--- src/rtl/spi_arb_pkg.sv ---
// Shared types and constants for the SPI request arbiter.
// Includes the FSM state encoding and an index-width helper.
package spi_arb_pkg;

  typedef enum logic [2:0] {
    IDLE,
    ISSUE,
    XFER,
    DONE,
    ERR
  } arb_state_t;

  localparam int SPI_DW          = 12;
  localparam int SPI_SYNC_STAGES = 2;

  // Width of an index into n items; never returns 0 so n=1 still gets a bit.
  function automatic int idx_w(input int n);
    return (n > 1) ? $clog2(n) : 1;
  endfunction

endpackage

--- src/rtl/spi_req_arbiter_if.sv ---
// Requester/SPI-master bundle for spi_req_arbiter.
// master = arbiter side, slave = requesters plus the SPI master.
interface spi_req_arbiter_if
  import spi_arb_pkg::*;
#(
  parameter int NREQ = 4,
  parameter int DW   = SPI_DW
);

  logic [NREQ-1:0]    req;
  logic [NREQ*DW-1:0] req_data;
  logic [NREQ-1:0]    gnt;
  logic [NREQ-1:0]    done;
  logic [NREQ-1:0]    err;
  logic               busy;
  logic               spi_newd;
  logic [DW-1:0]      spi_din;
  logic               spi_cs;

  modport master (
    input  req, req_data, spi_cs,
    output gnt, done, err, busy, spi_newd, spi_din
  );

  modport slave (
    output req, req_data, spi_cs,
    input  gnt, done, err, busy, spi_newd, spi_din
  );

endinterface

--- src/rtl/spi_req_arbiter_rr_pick.sv ---
// Combinational round-robin picker: the search starts one past i_ptr and
// wraps modulo NREQ; the first requester found wins. i_ptr must be < NREQ.
module rr_pick
  import spi_arb_pkg::*;
#(
  parameter int NREQ = 4,
  parameter int PW   = idx_w(NREQ)
) (
  input  logic [NREQ-1:0] i_req,
  input  logic [PW-1:0]   i_ptr,
  output logic [PW-1:0]   o_win,
  output logic            o_any_req
);

  logic [PW-1:0]   w_idx [NREQ];
  logic [NREQ-1:0] w_rot;

  // w_rot[k] is the requester k+1 positions after the pointer
  for (genvar gi = 0; gi < NREQ; gi++) begin : g_rot
    logic [PW:0] w_sum;
    assign w_sum      = {1'b0, i_ptr} + (PW+1)'(gi + 1);
    assign w_idx[gi]  = (w_sum >= (PW+1)'(NREQ)) ? PW'(w_sum - (PW+1)'(NREQ))
                                                 : PW'(w_sum);
    assign w_rot[gi]  = i_req[w_idx[gi]];
  end

  always_comb begin
    o_win     = '0;
    o_any_req = 1'b0;
    for (int k = NREQ - 1; k >= 0; k--) begin
      if (w_rot[k]) begin
        o_win     = w_idx[k];
        o_any_req = 1'b1;
      end
    end
  end

endmodule

--- src/rtl/spi_req_arbiter.sv ---
// Round-robin sharing of one SPI master among NREQ requesters, with a
// transfer sequencer (newd/cs handshake) and a per-phase watchdog.
module spi_req_arbiter
  import spi_arb_pkg::*;
#(
  parameter int NREQ        = 4,
  parameter int DW          = SPI_DW,
  parameter int TIMEOUT     = 1023,
  parameter int SYNC_STAGES = SPI_SYNC_STAGES
) (
  input  logic              clk,
  input  logic              rst,
  spi_req_arbiter_if.master bus
);

  localparam int PW = idx_w(NREQ);
  localparam int CW = $clog2(TIMEOUT + 1);

  arb_state_t             r_state;
  arb_state_t             w_state_next;
  logic [SYNC_STAGES-1:0] r_cs_sync;
  logic [CW-1:0]          r_cnt;
  logic [PW-1:0]          r_ptr;
  logic [PW-1:0]          r_gidx;
  logic [DW-1:0]          r_din;

  logic                   w_cs_s;
  logic                   w_cnt_max;
  logic [PW-1:0]          w_win;
  logic                   w_any_req;
  logic                   w_gnt_on;
  logic                   w_done_on;
  logic                   w_err_on;
  logic [NREQ-1:0]        w_sel;

  assign w_cs_s    = r_cs_sync[SYNC_STAGES-1];
  assign w_cnt_max = (r_cnt == CW'(TIMEOUT));

  rr_pick #(
    .NREQ (NREQ),
    .PW   (PW)
  ) u_pick (
    .i_req     (bus.req),
    .i_ptr     (r_ptr),
    .o_win     (w_win),
    .o_any_req (w_any_req)
  );

  // State register
  always_ff @(posedge clk or posedge rst) begin
    if (rst) begin
      r_state <= IDLE;
    end else begin
      r_state <= w_state_next;
    end
  end

  // Next-state logic; cs falling beats the watchdog when both happen together
  always_comb begin
    w_state_next = r_state;
    case (r_state)
      IDLE:  if (w_any_req) w_state_next = ISSUE;
      ISSUE: begin
        if (!w_cs_s)        w_state_next = XFER;
        else if (w_cnt_max) w_state_next = ERR;
      end
      XFER: begin
        if (w_cs_s)         w_state_next = DONE;
        else if (w_cnt_max) w_state_next = ERR;
      end
      DONE:    w_state_next = IDLE;
      ERR:     w_state_next = IDLE;
      default: w_state_next = IDLE;
    endcase
  end

  // Output logic: everything user-visible decodes straight from registers
  always_comb begin
    w_gnt_on     = (r_state == ISSUE) || (r_state == XFER);
    w_done_on    = (r_state == DONE);
    w_err_on     = (r_state == ERR);
    bus.busy     = (r_state != IDLE);
    bus.spi_newd = (r_state == ISSUE);
    bus.spi_din  = w_gnt_on ? r_din : '0;
  end

  for (genvar gi = 0; gi < NREQ; gi++) begin : g_out
    assign w_sel[gi]    = (r_gidx == PW'(gi));
    assign bus.gnt[gi]  = w_sel[gi] & w_gnt_on;
    assign bus.done[gi] = w_sel[gi] & w_done_on;
    assign bus.err[gi]  = w_sel[gi] & w_err_on;
  end

  // cs comes from the sclk-edge domain; idles high so reset to all ones
  always_ff @(posedge clk or posedge rst) begin
    if (rst) begin
      r_cs_sync <= '1;
    end else begin
      r_cs_sync <= {r_cs_sync[SYNC_STAGES-2:0], bus.spi_cs};
    end
  end

  // Watchdog counter: cleared on every phase entry, saturates at TIMEOUT
  always_ff @(posedge clk or posedge rst) begin
    if (rst) begin
      r_cnt <= '0;
    end else begin
      case (r_state)
        ISSUE: begin
          if (w_state_next == XFER) r_cnt <= '0;
          else if (!w_cnt_max)      r_cnt <= r_cnt + 1'b1;
        end
        XFER:    if (!w_cnt_max) r_cnt <= r_cnt + 1'b1;
        default: r_cnt <= '0;
      endcase
    end
  end

  // Winner and its word are captured at grant; later req_data changes are ignored
  always_ff @(posedge clk or posedge rst) begin
    if (rst) begin
      r_gidx <= '0;
      r_din  <= '0;
    end else if ((r_state == IDLE) && w_any_req) begin
      r_gidx <= w_win;
      r_din  <= bus.req_data[int'(w_win)*DW +: DW];
    end
  end

  // Pointer moves only on completion so an aborted grant still rotates
  always_ff @(posedge clk or posedge rst) begin
    if (rst) begin
      r_ptr <= PW'(NREQ - 1);
    end else if ((r_state == DONE) || (r_state == ERR)) begin
      r_ptr <= r_gidx;
    end
  end

endmodule
--- src/flat_wrapper.sv ---
// flat-port wrapper written by rule: the top's interface ports become plain ports
module spi_req_arbiter_flat import spi_arb_pkg::*;
#(
  parameter int NREQ        = 4,
  parameter int DW          = SPI_DW,
  parameter int TIMEOUT     = 1023,
  parameter int SYNC_STAGES = SPI_SYNC_STAGES
)
  (clk, rst, bus_req, bus_req_data, bus_spi_cs, bus_gnt, bus_done, bus_err, bus_busy, bus_spi_newd, bus_spi_din);
  spi_req_arbiter_if #(.NREQ(NREQ), .DW(DW)) bus_i ();
  input  logic clk;
  input  logic rst;
  input wire logic [$bits(bus_i.req)-1:0] bus_req;
  input wire logic [$bits(bus_i.req_data)-1:0] bus_req_data;
  input wire logic [$bits(bus_i.spi_cs)-1:0] bus_spi_cs;
  output wire logic [$bits(bus_i.gnt)-1:0] bus_gnt;
  output wire logic [$bits(bus_i.done)-1:0] bus_done;
  output wire logic [$bits(bus_i.err)-1:0] bus_err;
  output wire logic [$bits(bus_i.busy)-1:0] bus_busy;
  output wire logic [$bits(bus_i.spi_newd)-1:0] bus_spi_newd;
  output wire logic [$bits(bus_i.spi_din)-1:0] bus_spi_din;
  assign bus_i.req = bus_req;
  assign bus_i.req_data = bus_req_data;
  assign bus_i.spi_cs = bus_spi_cs;
  assign bus_gnt = bus_i.gnt;
  assign bus_done = bus_i.done;
  assign bus_err = bus_i.err;
  assign bus_busy = bus_i.busy;
  assign bus_spi_newd = bus_i.spi_newd;
  assign bus_spi_din = bus_i.spi_din;
  spi_req_arbiter #(.NREQ(NREQ), .DW(DW), .TIMEOUT(TIMEOUT), .SYNC_STAGES(SYNC_STAGES)) u_core (.clk(clk), .rst(rst), .bus(bus_i));
endmodule
--- config.mk ---
export PLATFORM = sky130hd
export DESIGN_NAME = spi_req_arbiter_flat
export DESIGN_NICKNAME = d
export VERILOG_FILES = /design/src/rtl/spi_arb_pkg.sv /design/src/rtl/spi_req_arbiter_if.sv /design/src/rtl/spi_req_arbiter_rr_pick.sv /design/src/rtl/spi_req_arbiter.sv /design/src/flat_wrapper.sv
export SDC_FILE = /design/constraint.sdc
export NUM_CORES = 1
export LEC_CHECK = 0
export ABC_AREA = 1
export ABC_CLOCK_PERIOD_IN_PS = 5900
export BUFFER_PORTS_ARGS = -buffer_cell sky130_fd_sc_hd__buf_2
export CORE_ASPECT_RATIO = 1.25
export CORE_MARGIN = 2
export CORE_UTILIZATION = 54
export DETAILED_ROUTE_END_ITERATION = 16
export PLACE_DENSITY = 0.86
export SYNTH_ARGS = -nofsm -noshare
export SYNTH_HDL_FRONTEND = slang
export SYNTH_SLANG_ARGS = --single-unit
--- constraint.sdc ---
create_clock -name clk -period 5.9 [get_ports clk]
set_clock_uncertainty 0.2 [all_clocks]
set_input_delay 0.295 -clock clk [delete_from_list [all_inputs] [get_ports clk]]
set_output_delay 0.295 -clock clk [all_outputs]
set_load 0.1 [all_outputs]
### After elaboration in Yosys (flattened, before gate mapping)

Cells that the tools add are included.

* register bits: 31
* bits in latches: 0
* RAM bits: 0
* ROM bits: 0
* output and inout bits: 26
* word-level logic and storage cells: 81
* memories kept: 0

* $add $sub $neg: 9
* $mul: 1
* div/mod/pow operators: 0
* $lt $le $gt $ge: 8
* equality and inequality tests: 9
* shifts and indexed selects: 1
* mux-type cells: 29
* bitwise logic cells: 12
* reduce and logical (&&, ||, !) cells: 6

Operators by type and width (number)
* $shiftx 48x32->12: 1
* $mux 10: 2
* $pmux 10 s2: 1
* $mux 2: 8
* $and 1x1->1: 12
* $ge 3x3->1 const B: 4
* $lt 2x3->1 const B: 4
* $mux 12: 1
* $mux 3: 4
* $add 10x1->10 const B: 1
* $eq 10x10->1 const B: 1
* $eq 3x2->1 const B: 3
* $pmux 3 s3: 1
* $bmux 1 s2: 4
* $mux 1: 8
* $sub 2x1->2 const B: 4
* $add 2x2->3 const B: 2
* $eq 2x2->1 const B: 2
* $mul 2x2->4 const B: 1
* $add 2x1->3 const B: 1
* $add 2x3->3 const B: 1
* $eq 3x1->1 const B: 1
* $eq 3x3->1 const B: 1
* $logic_not 3->1: 1
* other kinds (5): 6

### Logic depth before layout (Yosys ltp)

Gate-level depths: netlist of run 1.

* depth in word-level cells: 14
* depth in mapped cells: 16
* mapped depth without buffers: 14

### By module

A second synthesis of run 1 with hierarchy kept.

* cells, all modules: 357
* area total of the unflattened synthesis: 2252.2 um2

Modules (own cells, without submodules)
* spi_req_arbiter: instances 1, cells each 308, area an instance 2025.7 um2, seq. area each 780.7 um2
* rr_pick: instances 1, cells each 49, area an instance 226.5 um2, seq. area each 0.0 um2

### Worst setup path before layout of run 1

OpenSTA, ideal clock, no wires.

* path type: register to output
* from: reg u_core.r_state[2]
* to: out bus_spi_din[10]
* arrival: 4441 ps
* required time: 5405 ps
* setup slack: 964 ps
* cell stages (with the launch flop): 7
* path buffers: 1
* cell sequence: dfrtp_1 nor3_1 inv_1 nand2_1 inv_1 clkbuf_1 nor2_1

* longest elaborated chain between the ends: 3
* elaborated cells between the ends (all ways): 4
* classes of those cells: eq/ne: 2; mux: 1; reduce/logical: 1

Ends and longest elaborated chain
* from (decl): line spi_req_arbiter.sv:19 `arb_state_t r_state;`
* from (signal assigned): line spi_req_arbiter.sv:54 `r_state <= w_state_next;`
* $eq 3x1->1
* named net bus_spi_newd: line flat_wrapper.sv:20 `output wire logic [$bits(bus_i.spi_newd)-1:0] bus_spi_newd;`
* $logic_or 1x1->1: line spi_req_arbiter.sv:79 `w_gnt_on = (r_state == ISSUE) || (r_state == XFER);`
* $mux 12: line spi_req_arbiter.sv:84 `bus.spi_din = w_gnt_on ? r_din : '0;`
* to (decl): line flat_wrapper.sv:21 `output wire logic [$bits(bus_i.spi_din)-1:0] bus_spi_din;`

The timed path passes the listed nets, and every way through them passes these cells.

### Worst setup path in the final report of run 1

* from: reg u_core.r_state[1]
* to: out bus_spi_din[8]

* longest elaborated chain between the ends: 3
* elaborated cells between the ends (all ways): 4
* classes of those cells: eq/ne: 2; mux: 1; reduce/logical: 1

Ends and longest elaborated chain (line)
* $eq 3x1->1 / $eq 3x2->1 (equally long branches): spi_req_arbiter.sv:79
* $logic_or 1x1->1 (*): spi_req_arbiter.sv:79
* $mux 12 (*): spi_req_arbiter.sv:84

Every way passes the cells marked *; elsewhere a longest branch is shown, timed or not.

==> results of run 1 <==
kinds of logic (layout without fill, tap and decap cells):
group / Yosys count / count (layout) / synth area share [%]
and+or+nand+nor: 201 / 201 / 40.0
buffers and inverters: 91 / 172 / 16.7
DFF: 31 / 31 / 33.9
AOI/OAI and AO/OA: 23 / 23 / 6.52
xor gates and xnor gates: 6 / 6 / 2.28
adders and majority gates: 1 / 1 / 0.543
layout by cell type (no fill, tap or decap), types with 2 or more instances in the layout:
cell / instances
inv_1: 79
nand3_1: 45
dfstp_2: 4
nand2_4: 4
inv_2: 2
clkbuf_8: 7
nor2_1: 31
o211ai_2: 2
inv_4: 2
o211ai_1: 7
a31oi_1: 2
dfrtp_1: 27
nor3_1: 7
xnor2_1: 2
nand2_1: 100
xor2_1: 4
nand2_2: 6
o21ai_0: 3
a21oi_1: 8
nor2_2: 2
buf_2: 80
area by class of cell:
cell class,instances,share of cell area [%]
Clock buffer,8,3.56
Sequential cell,31,27.7
Tap cell,56,2.49
Multi-Input combinational cell,231,40.4
Inverter,83,11.2
Timing Repair Buffer,81,14.6
flip-flops by register name, indices dropped and copies added (netlist names):
| register | flops |
|---|---|
| u_core.r_state | 3 |
| u_core.r_din | 12 |
| u_core.r_cs_sync | 2 |
| u_core.r_cnt | 10 |
| u_core.r_gidx | 2 |
| u_core.r_ptr | 2 |
per-stage QoR:
stage	instances	instance area, um2	setup slack [ps]	hold slack (ps)	utilization (%)
after floorplan	353	2300	964	99.5	-
after global placement	481	2710	3490	147	66.0
after detailed placement	481	2710	3400	151	66.0
after CTS	490	2820	3210	68.2	68.7
after global routing	490	2820	3070	68.2	68.7
final	490	2820	3250	70.3	68.7
how the worst max path moves through the flow:
stage                           start  depth (start not counted)               to
floorplan           u_core.r_state[2]                          6  bus_spi_din[10]
global placement      u_core.r_ptr[0]                         13  u_core.r_din[8]
detailed placement    u_core.r_ptr[0]                         13  u_core.r_din[8]
CTS                 u_core.r_state[1]                          6   bus_spi_din[8]
global route        u_core.r_state[2]                          6   bus_spi_din[0]
finish              u_core.r_state[1]                          6   bus_spi_din[8]
synthesized netlist by cell type (3+ instances only):
| library cell | n | share of area, % |
|---|---|---|
| nor2_1 | 31 | 5.1 |
| o211ai_1 | 7 | 2.3 |
| xor2_1 | 4 | 1.5 |
| buf_6 | 4 | 2.0 |
| dfstp_2 | 4 | 4.6 |
| nor3_1 | 7 | 1.5 |
| nand2_2 | 6 | 1.6 |
| nand3_1 | 45 | 9.8 |
| nand2_1 | 100 | 16 |
| dfrtp_1 | 27 | 29 |
| o21ai_0 | 3 | 0.65 |
| inv_1 | 79 | 13 |
| nand2_4 | 4 | 2.0 |
| a21oi_1 | 8 | 1.7 |
worst min-delay path: cells and delay by family:
kind / cells / cell delay, ps
AO/OA/AOI/OAI: 1 / 80
buffers and inverters: 1 / 80
AND/OR/NAND/NOR: 1 / 60
layer usage:
metal	up-vias	share of wire, %
met5	-	0
met4	0	1.3
met3	13	7.4
met2	103	50
met1	1016	42
li1	1235	-
==> results.tsv, run 1 <==
stage	metric	value	unit
detailed_routing	Routed WL	5.08	mm
floorplanning	IO Pins	81	
finish	area delta synth->final	22.2	%
critical_path	CP Capture Type	output pin	
clock_tree	Worst-Skew Late Latency	280	ps
global_routing	grt peak-use layer	met2	
timing	Hold Fails Final Rpt	0	
critical_path	crit-path cells	nor3_1, inv_1, nand2_1, inv_1, nor2_1, buf_2	
critical_path	CP peak stage delay	450	ps
floorplanning	core region area	0.00410	mm2
global_routing	GRT Util Overall	22.4	%
hold_path	WHS Endpoint	u_core.r_din[6]	
clock_tree	clock slew at reported path FFs	60	ps
critical_path	worst path bufs/invs	3	
critical_path	CP Launch Type	flop	
finish	multi-input logic area	0.00114	mm2
critical_path	Critical-path top delay cell	buf_2	
place	number of port buffers	80	
global_routing	largest net degree at the start of global routing	32	
clock_tree	post-CTS setup buffers	0	
critical_path	critical path fanouts, max	16	
place	DP HPWL	4.01	mm
floorplanning	die area	0.00481	mm2
global_routing	met2 Usage GRT	40.4	%
synthesis	post-synthesis sequential area ratio	33.9	%
critical_path	Crit path max-delay family	buffers and inverters	
finish	Reg area	781	um2
critical_path	Worst Path Required	5410	ps
clock_tree	Resized cells post-CTS	0	
critical_path	worst r2r src	u_core.r_ptr[0]	
timing	Fmax achieved	378	MHz
hold_path	hold path start	bus_req_data[6]	
critical_path	Worst Path Arrival	2150	ps
floorplanning	Die W	62.4	um
detailed_routing	antenna viol nets, final	0	
finish	Nets	489	
floorplanning	Die Ht	77.0	um
global_routing	met3 GRT Util	4.99	%
finish	share of cells above drive strength 1	26.3	%
critical_path	flop2flop setup slack	3350	ps
timing	RSZ-0062 raised after global routing	false	
synthesis	Post-synth EDFFs	0	
timing	worst slew pin tran	1110	ps
place	global placement routability congestion	0.864	
detailed_routing	DR WL/cell	10.4	um
floorplanning	FP Rows	26	
critical_path	reg2reg end	u_core.r_din[8]	
finish	antenna cells	0	
clock_tree	Root Buffer	clkbuf_8	
detailed_routing	initial DRC count	132	
clock_tree	Sink Count	31	
synthesis	Syn Nets	409	
detailed_routing	drt first pass iters	4	
synthesis	warning count from the yosys run	0	
synthesis	Post-Syn Area	0.00230	mm2
clock_tree	Hold Buf Count CTS	1	
synthesis	Mapped Cells	353	
detailed_routing	routed vias/inst	4.83	
clock_tree	CTS tree	yes	
detailed_routing	DR vias	2367	
job	Max-Cap Viols	0	
hold_path	worst hold path stage count	3	
hold_path	worst hold path class	input port to flop	
critical_path	Crit path top cell by count	inv_1	
timing	Tcrit/Tclk final	44.8	%
clock_tree	CTS Buffer Depth	2	
floorplanning	Starting Density	56.2	%
timing	Tmin final	2650	ps
timing	Max-slew headroom	25.7	%
finish	# fillers	379	
global_routing	first-pass GRT wire length	8.89	mm
clock_tree	H-tree depth	2	
outcome	status	complete, no violations	
clock_tree	total CTS buffers	5	
synthesis	Post-synth top flop	dfrtp_1	
timing	max-slew violations	0	
detailed_routing	drt drc	0	
global_routing	total grt overflow	0	
synthesis	number of distinct library cells after synthesis	31	
critical_path	reg2reg path depth	13	
synthesis	mean post-synth cell area	6.53	um2
synthesis	FFs w/ async S/R, synth	100	%
global_routing	vias in the first global route	2203	
critical_path	Worst Setup Path Type	flop to output pin	
global_routing	antenna violations before repair	0	
synthesis	FF+latch count, synth	31	
timing	setup_tns	0	ps
timing	Final Setup Violations	0	
global_routing	M1 GR Usage	26.6	%
Power of run 1 is not shown: default switching activity piles up to over one toggle a cycle in this logic, so the estimate is an artifact.
==> inputs of run 2 (changes only) <==
--- a/config.mk
+++ b/config.mk
@@ -5,14 +5,14 @@
 export SDC_FILE = /design/constraint.sdc
 export NUM_CORES = 1
 export LEC_CHECK = 0
-export ABC_AREA = 1
-export ABC_CLOCK_PERIOD_IN_PS = 5900
+export ABC_AREA = 0
+export ABC_CLOCK_PERIOD_IN_PS = 2700
 export BUFFER_PORTS_ARGS = -buffer_cell sky130_fd_sc_hd__buf_2
 export CORE_ASPECT_RATIO = 1.25
 export CORE_MARGIN = 2
-export CORE_UTILIZATION = 54
+export CORE_UTILIZATION = 48
 export DETAILED_ROUTE_END_ITERATION = 16
-export PLACE_DENSITY = 0.86
+export PLACE_DENSITY = 0.8
 export SYNTH_ARGS = -nofsm -noshare
 export SYNTH_HDL_FRONTEND = slang
 export SYNTH_SLANG_ARGS = --single-unit
==> constraint.sdc (replaced) <==
create_clock -name clk -period 2.7 [get_ports clk]
set_clock_uncertainty 0.2 [all_clocks]
set_input_delay 0.135 -clock clk [delete_from_list [all_inputs] [get_ports clk]]
set_output_delay 0.135 -clock clk [all_outputs]
set_load 0.1 [all_outputs]
==> results.tsv, run 2 <==
stage	metric	value	unit	change
clock_tree	post-CTS setup buffers	0		unchanged
timing	worst slew pin tran	580	ps	-533 ps
critical_path	worst r2r src	u_core.r_ptr[1]		
global_routing	vias in the first global route	1889		-14%
floorplanning	core region area	0.00382	mm2	-6.9%
timing	max-slew violations	0		unchanged
detailed_routing	drt drc	0		unchanged
synthesis	cell with the most instances after synthesis	nor2_1		
synthesis	FF+latch count, synth	31		unchanged
finish	area delta synth->final	42.7	%	
synthesis	main combinational cell family by area after synthesis	simple AND/OR/NAND/NOR gates		
critical_path	Worst Path Required	2640	ps	-2770 ps
hold_path	WHS Endpoint	u_core.r_din[5]		
clock_tree	total CTS buffers	5		unchanged
floorplanning	Starting Density	50.1	%	-6.1 points
floorplanning	die area	0.00450	mm2	-6.3%
synthesis	Syn Nets	254		-38%
clock_tree	Worst-Skew Late Latency	280	ps	about the same
synthesis	number of distinct library cells after synthesis	39		+26%
clock_tree	Root Buffer	clkbuf_8		
synthesis	FFs w/ async S/R, synth	100	%	unchanged
synthesis	Post-synth EDFFs	0		unchanged
global_routing	largest net degree at the start of global routing	32		unchanged
floorplanning	FP Rows	25		-3.8%
detailed_routing	antenna viol nets, final	0		unchanged
timing	Final Setup Violations	0		unchanged
finish	Nets	363		-26%
place	DP HPWL	3.32	mm	-17%
clock_tree	CTS Buffer Depth	2		unchanged
floorplanning	Die W	60.4	um	-3.2%
critical_path	critical path fanouts, max	25		+9
global_routing	total grt overflow	0		unchanged
synthesis	Yosys top cell area share	35.4	%	+6.0 points
synthesis	Post-synth top flop	dfrtp_1		
timing	Hold Fails Final Rpt	0		unchanged
finish	Non-Filler Instances	362		-26%
synthesis	Synth area leader	dfrtp_1		
timing	Max-slew headroom	61.1	%	+35 points
detailed_routing	drt first pass iters	4		unchanged
detailed_routing	DR vias	1910		-19%
timing	setup_tns	0	ps	unchanged
place	number of cells after detailed placement	328		-32%
clock_tree	clock slew at reported path FFs	70	ps	about the same
finish	largest reg by FF count	u_core.r_din		
power	Power Total	3.46	mW	
synthesis	Synth top cells by count	nor2_1, dfrtp_1, mux2i_1, and2_1, nand2_1		
finish	share of cells above drive strength 1	33.8	%	+7.5 points
clock_tree	CTS tree	yes		
hold_path	hold path start	bus_req_data[41]		
clock_tree	Hold Buf Count CTS	26		+25
synthesis	Synth Area in Compound Gates	15.5	%	+9.0 points
timing	Tcrit/Tclk final	85.8	%	
detailed_routing	routed vias/inst	5.28		+9.2%
job	Max-Cap Viols	0		unchanged
critical_path	Worst Path Arrival	2260	ps	+110 ps
synthesis	warning count from the yosys run	0		unchanged
timing	Fmax achieved	432	MHz	
power	Leak	1.36	nW	
power	Power Dens Cells	1270	mW/mm2	
critical_path	CP Capture Type	flop		
place	number of port buffers	80		unchanged
synthesis	post-synthesis sequential area ratio	40.9	%	+7.0 points
hold_path	worst hold path class	input port to flop		
detailed_routing	Routed WL	4.98	mm	-2.0%
finish	commonest cells after routing, fill and taps aside	buf_2, nor2_1, dfrtp_1		
outcome	status	complete, no violations		
finish	top flop regs	u_core.r_din x12, u_core.r_cnt x10, u_core.r_state x3		
synthesis	Synth area leaders	dfrtp_1, mux2i_1, nor2_1, dfstp_2, and2_1		
finish	max reg flops	12		unchanged
synthesis	Mapped Cells	198		-44%
synthesis	post-synthesis xor/xnor area fraction	2.29	%	+0.011 points
timing	Tmin final	2320	ps	
timing	RSZ-0062 raised after global routing	false		
detailed_routing	initial DRC count	51		-61%
clock_tree	H-tree depth	2		unchanged
clock_tree	Sink Count	31		unchanged
critical_path	reg2reg end	u_core.r_din[1]		
synthesis	multiplexer share of the synthesized area	14.8	%	+15 points
global_routing	first-pass GRT wire length	7.98	mm	-10%
floorplanning	IO Pins	81		unchanged
hold_path	worst hold path stage count	3		unchanged
global_routing	GRT Util Overall	23.8	%	+1.4 points
finish	antenna cells	0		unchanged
synthesis	mean post-synth cell area	9.65	um2	+48%
critical_path	CP Launch Type	flop		
critical_path	Worst Setup Path Type	flop to flop		
power	maximum vdd drop	0.000725	V	
critical_path	flop2flop setup slack	380	ps	-2970 ps
synthesis	adder-cell share of the synthesized area	0.655	%	+0.11 points
synthesis	Post-Syn Area	0.00191	mm2	-17%
synthesis	Simple-Gate Fraction of Synth Area	23.1	%	-17 points
floorplanning	Die Ht	74.5	um	-3.2%
critical_path	reg2reg path depth	6		-7
place	global placement routability congestion	0.754		-13%
finish	leading cell type in the layout, fill and taps excluded	buf_2		
timing	hold slack final	14.5	ps	-55.8 ps
clock_tree	Resized cells post-CTS	0		unchanged
global_routing	antenna violations before repair	0		unchanged
detailed_routing	DR WL/cell	13.7	um	+33%
[run 2: cell count changes after synthesis, moves of 7 or more]
cell,delta
o221ai_1,+7
inv_1,-76
o211ai_1,-7
nand3_1,-43
mux2i_1,+26
nand2b_1,+7
nand2_1,-87
and2_1,+16
[run 2: layout make-up]
| cell class | count | area, um2 |
|---|---|---|
| multi-input cells | 157 | 1090 |
| repair buffers | 109 | 683 |
| fillers | 296 | 1090 |
| well taps | 54 | 67.6 |
| clock inverters | 1 | 5.00 |
| flip-flops and latches | 31 | 781 |
| inverters | 3 | 11.3 |
| clock buffers | 7 | 86.3 |
[run 2: cell families (layout without fill, tap and decap cells)]
| kind of cell | after synthesis | count (layout) |
|---|---|---|
| multiplexers | 28 | 28 |
| XOR/XNOR | 5 | 5 |
| flip-flops | 31 | 31 |
| AND/OR/NAND/NOR | 89 | 89 |
| buffers and inverters | 10 | 120 |
| AO/OA/AOI/OAI | 34 | 34 |
| adder cells (fa/ha/maj) | 1 | 1 |
[run 2: metal layers]
| metal | up-vias | global-route usage, % | part of all wire [%] |
|---|---|---|---|
| li1 | 933 | - | - |
| met3 | 12 | 6.09 | 5.5 |
| met5 | - | 0 | 0 |
| met4 | 0 | 9.42 | 2.6 |
| met1 | 892 | 26.3 | 38 |
| met2 | 73 | 43.1 | 54 |
[run 2: worst max-delay path: stages (launching register included)]
cell and delay, ps:
dfstp_2 600, mux2i_1 200, nor2_1 80, a311oi_4 250
buf_4 410, mux2i_1 270, o221ai_1 160
[run 2: per-stage QoR]
| step | instance area (um2) | util (%) | setup WS [ps] |
|---|---|---|---|
| floorplan | 1930 | - | 170 |
| global placement | 2370 | 62.2 | 485 |
| detailed placement | 2370 | 62.2 | 444 |
| CTS | 2730 | 71.4 | 345 |
| global route | 2730 | 71.4 | 275 |
| finish | 2730 | 71.4 | 384 |
[run 2: how the worst max path moves through the flow]
stage / cells after the start / start / slack, ps / end
after global routing: 6 / u_core.r_ptr[1] / 280 / u_core.r_din[1]
after global placement: 6 / u_core.r_ptr[1] / 490 / u_core.r_din[6]
after floorplan: 6 / u_core.r_state[2] / 170 / u_core.r_din[10]
final: 6 / u_core.r_ptr[1] / 380 / u_core.r_din[1]
after detailed placement: 6 / u_core.r_ptr[1] / 440 / u_core.r_din[5]
after CTS: 6 / u_core.r_ptr[1] / 340 / u_core.r_din[1]
[run 2: where the power goes]
part / total (mW) / internal (mW) / switching (mW)
sequential: 0.767 / 0.630 / 0.137
clock: 0.367 / 0.205 / 0.162
combinational: 2.33 / 0.583 / 1.74
(Power assumes the default switching activity.)
==> inputs of run 3 (changes only) <==
--- a/config.mk
+++ b/config.mk
@@ -10,9 +10,9 @@
 export BUFFER_PORTS_ARGS = -buffer_cell sky130_fd_sc_hd__buf_2
 export CORE_ASPECT_RATIO = 1.25
 export CORE_MARGIN = 2
-export CORE_UTILIZATION = 48
+export CORE_UTILIZATION = 25
+export CTS_BUF_LIST = sky130_fd_sc_hd__clkbuf_8
 export DETAILED_ROUTE_END_ITERATION = 16
-export PLACE_DENSITY = 0.8
 export SYNTH_ARGS = -nofsm -noshare
 export SYNTH_HDL_FRONTEND = slang
 export SYNTH_SLANG_ARGS = --single-unit
==> results.tsv, run 3 (synthesis results as in run 2) <==
stage	metric	value	unit	change
finish	leading cell type in the layout, fill and taps excluded	buf_2		
detailed_routing	DR WL/cell	13.1	um	-4.9%
detailed_routing	routed vias/inst	4.59		-13%
timing	RSZ-0062 raised after global routing	false		
finish	largest reg by FF count	u_core.r_din		
critical_path	Critical-path top delay cell	dfstp_2		
critical_path	crit-path cells	nand2b_1, a21oi_1, a311oi_4, buf_12, mux2i_1, dlygate4sd3_1, o221ai_1		
place	global placement routability congestion	0.843		+12%
clock_tree	CTS Buffer Depth	2		unchanged
timing	worst slew pin tran	552	ps	-28.1 ps
critical_path	worst path bufs/invs	2		+1
critical_path	worst r2r src	u_core.r_ptr[1]		
finish	# fillers	754		+150%
floorplanning	Die W	82.2	um	+36%
critical_path	CP Capture Type	flop		
power	Leak	1.35	nW	-0.48%
clock_tree	H-tree depth	2		unchanged
finish	max reg flops	12		unchanged
timing	Max-slew headroom	63.0	%	+1.9 points
global_routing	total grt overflow	0		unchanged
hold_path	worst hold path stage count	3		unchanged
critical_path	CP Launch Type	flop		
critical_path	Worst Path Required	2650	ps	about the same
job	Max-Cap Viols	0		unchanged
finish	top flop regs	u_core.r_din x12, u_core.r_cnt x10, u_core.r_state x3		
critical_path	reg2reg path depth	7		+1
critical_path	Worst Path Arrival	2460	ps	+200 ps
clock_tree	clock slew at reported path FFs	70	ps	about the same
critical_path	Crit path max-delay family	buffers and inverters		
hold_path	worst hold path class	input port to flop		
detailed_routing	DR vias	1796		-6.0%
critical_path	critical path fanouts, max	9		-64%
clock_tree	Root Buffer	clkbuf_8		
hold_path	hold path start	bus_req_data[27]		
timing	Fmax achieved	399	MHz	-7.7%
timing	Final Setup Violations	0		unchanged
detailed_routing	Routed WL	5.11	mm	+2.7%
finish	share of cells above drive strength 1	36.8	%	+3.0 points
critical_path	Worst Setup Path Type	flop to flop		
power	Power Dens Cells	1340	mW/mm2	+5.4%
global_routing	antenna violations before repair	0		unchanged
critical_path	reg2reg end	u_core.r_din[1]		
global_routing	GRT Util Overall	11.9	%	-12 points
global_routing	largest net degree at the start of global routing	32		unchanged
outcome	status	complete, no violations		
detailed_routing	drt first pass iters	4		unchanged
critical_path	CP peak stage delay	600	ps	about the same
hold_path	WHS Endpoint	u_core.r_din[3]		
clock_tree	Worst-Skew Late Latency	280	ps	about the same
timing	Tmin final	2510	ps	+193 ps
critical_path	flop2flop setup slack	190	ps	-190 ps
finish	multi-input logic area	0.00109	mm2	unchanged
floorplanning	Die Ht	102	um	+36%
floorplanning	FP Rows	35		+40%
finish	Final Core Density	37.1	%	-34 points
timing	setup_tns	0	ps	unchanged
floorplanning	core region area	0.00740	mm2	+94%
finish	area delta synth->final	43.6	%	
place	DP HPWL	3.71	mm	+12%
clock_tree	Sink Count	31		unchanged
place	number of port buffers	80		unchanged
finish	Reg area	781	um2	unchanged
timing	max-slew violations	0		unchanged
global_routing	first-pass GRT wire length	7.64	mm	-4.2%
power	maximum vdd drop	0.000730	V	+0.66%
detailed_routing	drt drc	0		unchanged
detailed_routing	initial DRC count	82		+61%
clock_tree	total CTS buffers	5		unchanged
finish	commonest cells after routing, fill and taps aside	buf_2, nor2_1, dfrtp_1		
clock_tree	CTS tree	yes		
timing	Hold Fails Final Rpt	0		unchanged
finish	antenna cells	0		unchanged
floorplanning	IO Pins	81		unchanged
floorplanning	Starting Density	25.8	%	-24 points
global_routing	vias in the first global route	1729		-8.5%
timing	Tcrit/Tclk final	92.9	%	+7.1 points
floorplanning	die area	0.00836	mm2	+86%
clock_tree	Resized cells post-CTS	0		unchanged
detailed_routing	antenna viol nets, final	0		unchanged
finish	Nets	354		-2.5%
-- run 3: cell types whose count changed in the layout (fill, tap and decap cells not counted) --
cell and change:
clkbuf_1 -1, dlygate4sd3_1 -15, buf_4 +4, buf_12 +4, clkbuf_16 +1, inv_1 +1
buf_2 -3
-- run 3: layout make-up --
class | count | share of cell area, %
clock buffers | 6 | 3.01
inverters | 3 | 0.410
multi-input cells | 157 | 39.8
repair buffers | 100 | 23.8
well taps | 92 | 4.20
flip-flops and latches | 31 | 28.5
clock inverters | 2 | 0.319
-- run 3: per-layer routing --
metal	wire length (um)	share of wire [%]	global-route usage (%)	vias up
met3	338	6.6	2.67	5
met5	0	0	0	-
met4	43	0.84	3.21	0
met2	2580	50	20.8	56
met1	2150	42	14.4	828
li1	-	-	-	907
-- run 3: power by group --
| group | total [mW] | switching (mW) | leakage (nW) | internal (mW) |
|---|---|---|---|---|
| Sequential | 0.764 | 0.135 | 0.383 | 0.629 |
| Clock | 0.370 | 0.168 | 0.0524 | 0.202 |
| Combinational | 2.53 | 1.79 | 0.916 | 0.742 |
-- run 3: how the worst max path moves through the flow --
stage,slack [ps],startpoint,cells past startpoint,to
4_1_cts,50,u_core.r_ptr[1],7,u_core.r_din[4]
6_report,190,u_core.r_ptr[1],7,u_core.r_din[1]
3_3_place_gp,500,u_core.r_ptr[1],6,u_core.r_din[11]
3_5_place_dp,460,u_core.r_ptr[1],6,u_core.r_din[2]
2_1_floorplan,170,u_core.r_state[2],6,u_core.r_din[10]
5_1_grt,20,u_core.r_ptr[1],7,u_core.r_din[4]
-- run 3: what timing repair did --
action / 4_1_cts / 5_1_grt
buffers inserted: 0 / 5
hold buffers: 11 / 0
hold endpoints to repair: 31 / 0
setup endpoints to repair: 0 / 2
-- run 3: worst min-delay path: cells and delay by family --
kind                   cells  cell delay [ps]
multiplexers               1               60
AO/OA/AOI/OAI              1              160
buffers and inverters      1               80
-- run 3: through the flow --
step / setup slack (ps) / hold WS, ps / instances / power (mW) / area [um2]
after floorplan: 170 / -60.5 / 198 / 2.71 / 1930
after global placement: 498 / 39.4 / 366 / 3.19 / 2480
after detailed placement: 457 / 44.2 / 366 / 3.22 / 2480
after CTS: 45.6 / 2.19 / 385 / 3.62 / 2680
after global routing: 24.5 / 13.9 / 391 / 3.88 / 2740
final: 191 / 0.608 / 391 / 3.67 / 2740
